`src/rtl/picosoc_bus_arbiter.sv`:
```
// Two-master round-robin arbiter for the PicoSoC native memory bus.
// The grant is held until the slave completes, the master withdraws, or the watchdog expires.
module picosoc_bus_arbiter #(
  parameter int TIMEOUT_CYCLES = 255
) (
  input  logic        clk,
  input  logic        reset,
  input  logic        m0_valid,
  input  logic        m0_instr,
  input  logic [3:0]  m0_wstrb,
  input  logic [31:0] m0_addr,
  input  logic [31:0] m0_wdata,
  output logic        m0_ready,
  output logic [31:0] m0_rdata,
  input  logic        m1_valid,
  input  logic [3:0]  m1_wstrb,
  input  logic [31:0] m1_addr,
  input  logic [31:0] m1_wdata,
  output logic        m1_ready,
  output logic [31:0] m1_rdata,
  output logic        s_valid,
  output logic        s_instr,
  output logic [3:0]  s_wstrb,
  output logic [31:0] s_addr,
  output logic [31:0] s_wdata,
  input  logic        s_ready,
  input  logic [31:0] s_rdata,
  output logic [1:0]  grant,
  output logic        timeout_err,
  input  logic        err_clear
);

  localparam int WDOG_W = (TIMEOUT_CYCLES < 1) ? 1 : $clog2(TIMEOUT_CYCLES + 1);
  localparam logic [WDOG_W-1:0] WDOG_MAX = WDOG_W'(TIMEOUT_CYCLES);
  localparam bit WDOG_EN = (TIMEOUT_CYCLES != 0);

  typedef enum logic [1:0] {
    IDLE   = 2'd0,
    GRANT0 = 2'd1,
    GRANT1 = 2'd2
  } state_t;

  state_t            state, state_nxt;
  logic              last_owner, last_owner_nxt;
  logic [WDOG_W-1:0] wdog, wdog_nxt;
  logic              cur_valid;
  logic              done;
  logic              expire;

  always_ff @(posedge clk or posedge reset) begin
    if (reset) begin
      state       <= IDLE;
      last_owner  <= 1'b1;
      wdog        <= '0;
      timeout_err <= 1'b0;
    end else begin
      state      <= state_nxt;
      last_owner <= last_owner_nxt;
      wdog       <= wdog_nxt;
      if (expire)
        timeout_err <= 1'b1;
      else if (err_clear)
        timeout_err <= 1'b0;
    end
  end

  always_comb begin
    state_nxt      = state;
    last_owner_nxt = last_owner;
    wdog_nxt       = '0;
    cur_valid      = 1'b0;
    s_instr        = 1'b0;
    s_wstrb        = '0;
    s_addr         = '0;
    s_wdata        = '0;

    case (state)
      GRANT0: begin
        cur_valid = m0_valid;
        s_instr   = m0_instr;
        s_wstrb   = m0_wstrb;
        s_addr    = m0_addr;
        s_wdata   = m0_wdata;
      end
      GRANT1: begin
        cur_valid = m1_valid;
        s_wstrb   = m1_wstrb;
        s_addr    = m1_addr;
        s_wdata   = m1_wdata;
      end
      default: ;
    endcase

    // A late s_ready in the expiry cycle wins over the watchdog.
    done    = cur_valid && s_ready;
    expire  = WDOG_EN && cur_valid && !s_ready && (wdog == WDOG_MAX);
    s_valid = cur_valid && !expire;

    m0_ready = (state == GRANT0) && (done || expire);
    m1_ready = (state == GRANT1) && (done || expire);
    m0_rdata = ((state == GRANT0) && done) ? s_rdata : '0;
    m1_rdata = ((state == GRANT1) && done) ? s_rdata : '0;
    grant    = {state == GRANT1, state == GRANT0};

    case (state)
      IDLE: begin
        if (m0_valid && (!m1_valid || last_owner))
          state_nxt = GRANT0;
        else if (m1_valid)
          state_nxt = GRANT1;
      end
      default: begin
        if (!cur_valid) begin
          state_nxt = IDLE;
        end else if (done || expire) begin
          state_nxt      = IDLE;
          last_owner_nxt = (state == GRANT1);
        end else if (WDOG_EN) begin
          wdog_nxt = wdog + 1'b1;
        end
      end
    endcase
  end

endmodule

```
`config.mk`:
```
export PLATFORM = sky130hd
export DESIGN_NAME = picosoc_bus_arbiter
export DESIGN_NICKNAME = d
export VERILOG_FILES = /design/src/rtl/picosoc_bus_arbiter.sv
export SDC_FILE = /design/constraint.sdc
export NUM_CORES = 1
export LEC_CHECK = 0
export CAP_MARGIN = 30
export CORE_AREA = 2 2 121 123
export CTS_CLUSTER_DIAMETER = 200
export CTS_CLUSTER_SIZE = 25
export DETAILED_ROUTE_END_ITERATION = 16
export DIE_AREA = 0 0 123 125
export SYNTH_ARGS = -nofsm -noshare
export SYNTH_HDL_FRONTEND = slang
export SYNTH_SLANG_ARGS = --single-unit
```
`constraint.sdc`:
```
create_clock -name clk -period 3.2 [get_ports clk]
set_clock_uncertainty 0.05 [all_clocks]
set_input_delay 0.64 -clock clk [delete_from_list [all_inputs] [get_ports clk]]
set_output_delay 0.64 -clock clk [all_outputs]
set_load 0.1 [all_outputs]
```
# Word-level counts from Yosys, hierarchy flattened
# Cells that the tools add are included.
# W data, S select, Z words.
[word_totals]
inputBits = 175
regBits = 12
[op_classes]
reduce_logical = 18
add_sub_neg = 1
eq_ne = 5
n_bitwise = 1
n_mux = 17
[op_table]
columns = ["cell", "n"]
rows = [
  ["$pmux W32 S2", 2],
  ["$mux W32", 2],
  ["$mux W8", 3],
  ["$mux W2", 5],
  ["$logic_and A1 B1 Y1", 9],
  ["$add A8 B1 Y8 const B", 1],
  ["$eq A8 B8 Y1 const B", 1],
  ["$pmux W4 S2", 1],
  ["$logic_not A1 Y1", 3],
  ["$mux W1", 3],
  ["$ne A3 B1 Y1 const B", 1],
  ["$ne A3 B3 Y1 const B", 1],
  ["$reduce_and A3 Y1", 1],
  ["$eq A2 B1 Y1 const B", 1],
  ["$eq A2 B2 Y1 const B", 1],
  ["$logic_not A2 Y1", 1],
  ["$logic_or A1 B1 Y1", 2],
  ["$pmux W1 S2", 1],
  ["$reduce_and A2 Y1", 1],
  ["$reduce_bool A2 Y1", 1],
  ["$not A1 Y1", 1],
]

# Logic depth before layout (Yosys ltp)
[depth]
word_depth = 8
depth_mapped = 8

# Least setup slack after synthesis
# No wires, ideal clock.
[synth_timing]
path_kind = "reg-to-output"
from = "reg state[0]"
to = "out s_addr[28]"
arrival_time_ns = 3.364
n_path_buf = 2
stages_incl_launch_ff = 7
path_slack_ns = -0.854
t_required_ns = 2.510
cell_sequence = "dfrtp_1 > inv_1 > ha_1 > buf_2 > clkbuf_1 > a22oi_1 > nor2b_1"
[synth_via]
elab_chain_cells = 2
elab_cells_between_ends = 3
cone_classes = "eq/ne (2); mux (1)"
[synth_rtl]
columns = ["item", "line_no", "rtl"]
rows = [
  ["start: declaration", "43", "state_t state, state_nxt;"],
  ["start signal: assignment", "57", "state <= state_nxt;"],
  ["$eq A2 B2 Y1", "n/a", ""],
  ["via grant[1]", "28", "output logic [1:0] grant,"],
  ["$pmux W32 S2", "77", "case (state)"],
  ["end: declaration", "24", "output logic [31:0] s_addr,"],
]
# The timed path passes the listed nets, and every way through them passes these cells.

# Worst setup path in the final report
[layout_timing]
from = "in m0_valid"
to = "out m1_rdata[18]"
[layout_via]
elab_chain_cells = 4
[layout_rtl]
columns = ["item", "line_no", "rtl"]
rows = [
  ["start: declaration", "8", "input logic m0_valid,"],
  ["$pmux W1 S2", "77", ""],
  ["$logic_and A1 B1 Y1", "95", "done = cur_valid && s_ready;"],
  ["$logic_and A1 B1 Y1", "102", "m1_rdata = ((state == GRANT1) && done) ? s_rdata : '0;"],
  ["$mux W32", "102", ""],
  ["end: declaration", "20", "output logic [31:0] m1_rdata,"],
]
# No other way between the ends.

==> impl_results.md <==
* TritonCTS clock tree: yes
* Commonest non-fill, non-tap cell in the layout: clkdlybuf4s50_1
* GP Congestion at 0.841
* Crit Path Category: primary input to output port
* Most frequent cells in the layout: 174 x clkdlybuf4s50_1, 141 x buf_12, 68 x a22oi_1
* IO Count at 314
* R2R depth at 6
* Critical Path, Cell by Cell: clkdlybuf4s50_1 -> a22o_2 -> and2_1 -> and3_1 -> buf_12 -> and2_2 -> buf_12
* Initial antenna violation count at 0
* DR vias/cell at 4.35
* Post-synth EDFFs at 0
* Number of synthesized register bits at 12
* CP required at 2510 ps
* Synth async-reset ratio at 100%
* Period utilization at 95.1%
* Detailed Route WL at 12.7 mm
* Worst path arrival time at 2350 ps
* Worst-path maximum fanout at 32
* Slew HR at 69.1%
* Peak supply drop at 0.000578 V
* DR top layer: met4
* Setup violations, final at 0
* Max-slew violations at 0
* CP endpoint kind: output port
* Status: finished, final reports clean
* Most used cell along the critical path: buf_12
* CTS sink cnt at 12
* DRT iter0 DRCs at 71
* Diodes inserted at 0
* DIE HEIGHT at 125 um
* Vias in the first global route at 3,581
* Final core occ at 52.7%
* Hold WC Path Type: flip-flop to flip-flop
* Setup TNS at 0 ps
* Crit Reg-Reg Startpoint: state[0]$_DFFE_PP0P_
* Via Count at 3,368
* DP Wirelength at 11.0 mm
* WL met1 at 4.35 mm
* Share of cells above drive strength 1 at 50.0%
* CP peak stage delay at 470 ps
* Met2 routed WL at 6.85 mm
* H-tree Lvls at 1
* Max Freq at 329 MHz
* RSZ-0062 raised after global routing: false
* DRT Pass-1 Iters at 4
* Ys flop type: dfrtp_1
* Total CTS buffers at 3
* Seq/Total Area, Yosys at 14.2%
* Hold-fix buffers, CTS at 0
* Setup crit start kind: primary input
* Hold Slack at 471 ps
* Root Buffer: clkbuf_16
* Min-delay src: wdog[0]$_DFF_PP0_
* CTS Buffer Depth at 2
* Core box area at 14,200 um^2
* Drt drc at 0
* Fin nets at 770
* # rows at 44
* Total GRT Usage at 15.7%
* Synth unique cells at 30
* Post_cts resized at 0
* Leakage at 2.90 nW
* Metal3 WL at 1.29 mm
* Minimum clock period at 3040 ps
* Worst-Margin Slew at 463 ps
* First-pass GRT wire length at 19.1 mm
* Final hold violation count at 0
* Die width at 123 um
* Die Area at 15,400 um^2
* Post-Syn Area per Cell at 7.16 um^2
* Latest clock arrival within the worst-skew pair at 240 ps
* CP Launch Point: m0_valid
* Crit-path slowest cell: clkdlybuf4s50_1
* Syn nets at 475
* Max Cap Violations at 0
* Total gr overflow at 0
* Synth Warn # at 0
* Syn Inst Count at 296
* Synthesis-to-finish area growth at 253%
* P per Cell Area at 858 nW/um^2
* Largest net degree at the start of global routing at 70
* PortBufs at 313
* Fill cell count at 1,228
* WL/cell at 16.4 um
* Initial core utilization at 14.9%
* Mapped cell area at 2120 um^2
* WHS Path Cells at 1
* Clock-pin slew on the worst setup and hold paths at 40 ps
* DRT antenna net count at 0
* Post-CTS setup buffers at 0
## Yosys cell counts, drive strengths merged, types with 2 or more instances
cell | count | share of area [%]
a22oi | 68 | 24
and2 | 66 | 19
and3 | 5 | 1.7
buf | 3 | 1.0
clkbuf | 27 | 4.8
dfrtp | 11 | 13
ha | 4 | 2.4
inv | 5 | 0.89
nand2 | 2 | 0.35
nand3 | 3 | 0.71
nand4 | 2 | 0.59
nor2 | 11 | 1.9
nor2b | 68 | 20
nor3b | 2 | 0.71
o21ai | 3 | 1.1
xor2 | 5 | 2.1
## cell type report
| cell class | instances | area, um^2 | share of cell area, % |
|---|---|---|---|
| timing repair buffer | 320 | 4600 | 61.5 |
| multi-input combinational | 249 | 2240 | 30.0 |
| sequential | 12 | 302 | 4.03 |
| tap | 184 | 230 | 3.08 |
| clock buffer | 4 | 88.8 | 1.19 |
| inverter | 5 | 18.8 | 0.251 |
## where the power goes
part	switching [mW]	internal, mW
combinational	3.61	2.38
sequential	0.0106	0.171
clock	0.0652	0.189
## cell families after synthesis
family | after synthesis | synth area share (%)
AOI/OAI and AO/OA | 76 | 27.1
xor gates and xnor gates | 6 | 2.48
adders and majority gates | 4 | 2.36
buffers and inverters | 35 | 6.67
DFF | 12 | 14.2
muxes | 1 | 0.531
and+or+nand+nor | 162 | 46.6
## final timing paths
| kind | to | slack (ps) |
|---|---|---|
| max | m1_rdata[18] | 160 |
| min in group asynchronous | wdog[4]$_DFF_PP0_ | 660 |
| min | wdog[0]$_DFF_PP0_ | 470 |
| min reg2reg | wdog[0]$_DFF_PP0_ | 470 |
| max reg2reg | wdog[5]$_DFF_PP0_ | 1080 |
| max in group asynchronous | last_owner$_DFFE_PP1P_ | 2090 |
## metrics by stage
stage / std cells / power, mW / setup WS, ps / instance area, um^2
finish: 774 / 6.42 / 158 / 7480
global route: 774 / 6.64 / 67.9 / 7480
CTS: 774 / 6.49 / 166 / 7480
detailed placement: 770 / 6.22 / 165 / 7400
global placement: 770 / 6.17 / 190 / 7400
floorplan: 296 / 4.22 / -17.4 / 2680
## registers in the layout, indices dropped and copies added (netlist names)
| name | count |
|---|---|
| state | 2 |
| last_owner | 1 |
| timeout_err | 1 |
| wdog | 8 |
## metal layers
metal  GRT usage, %  up-vias
met5              0        -
met4           2.87        0
met3           4.20       11
met2           31.2      203
met1           16.0     1537
li1               -     1617
## critical path, delay by kind of cell
kind	cells	cell delay, ps
buffers and inverters	3	800
AOI/OAI and AO/OA	1	290
and+or+nand+nor	3	620
Power figures use the tool's default switching activity.
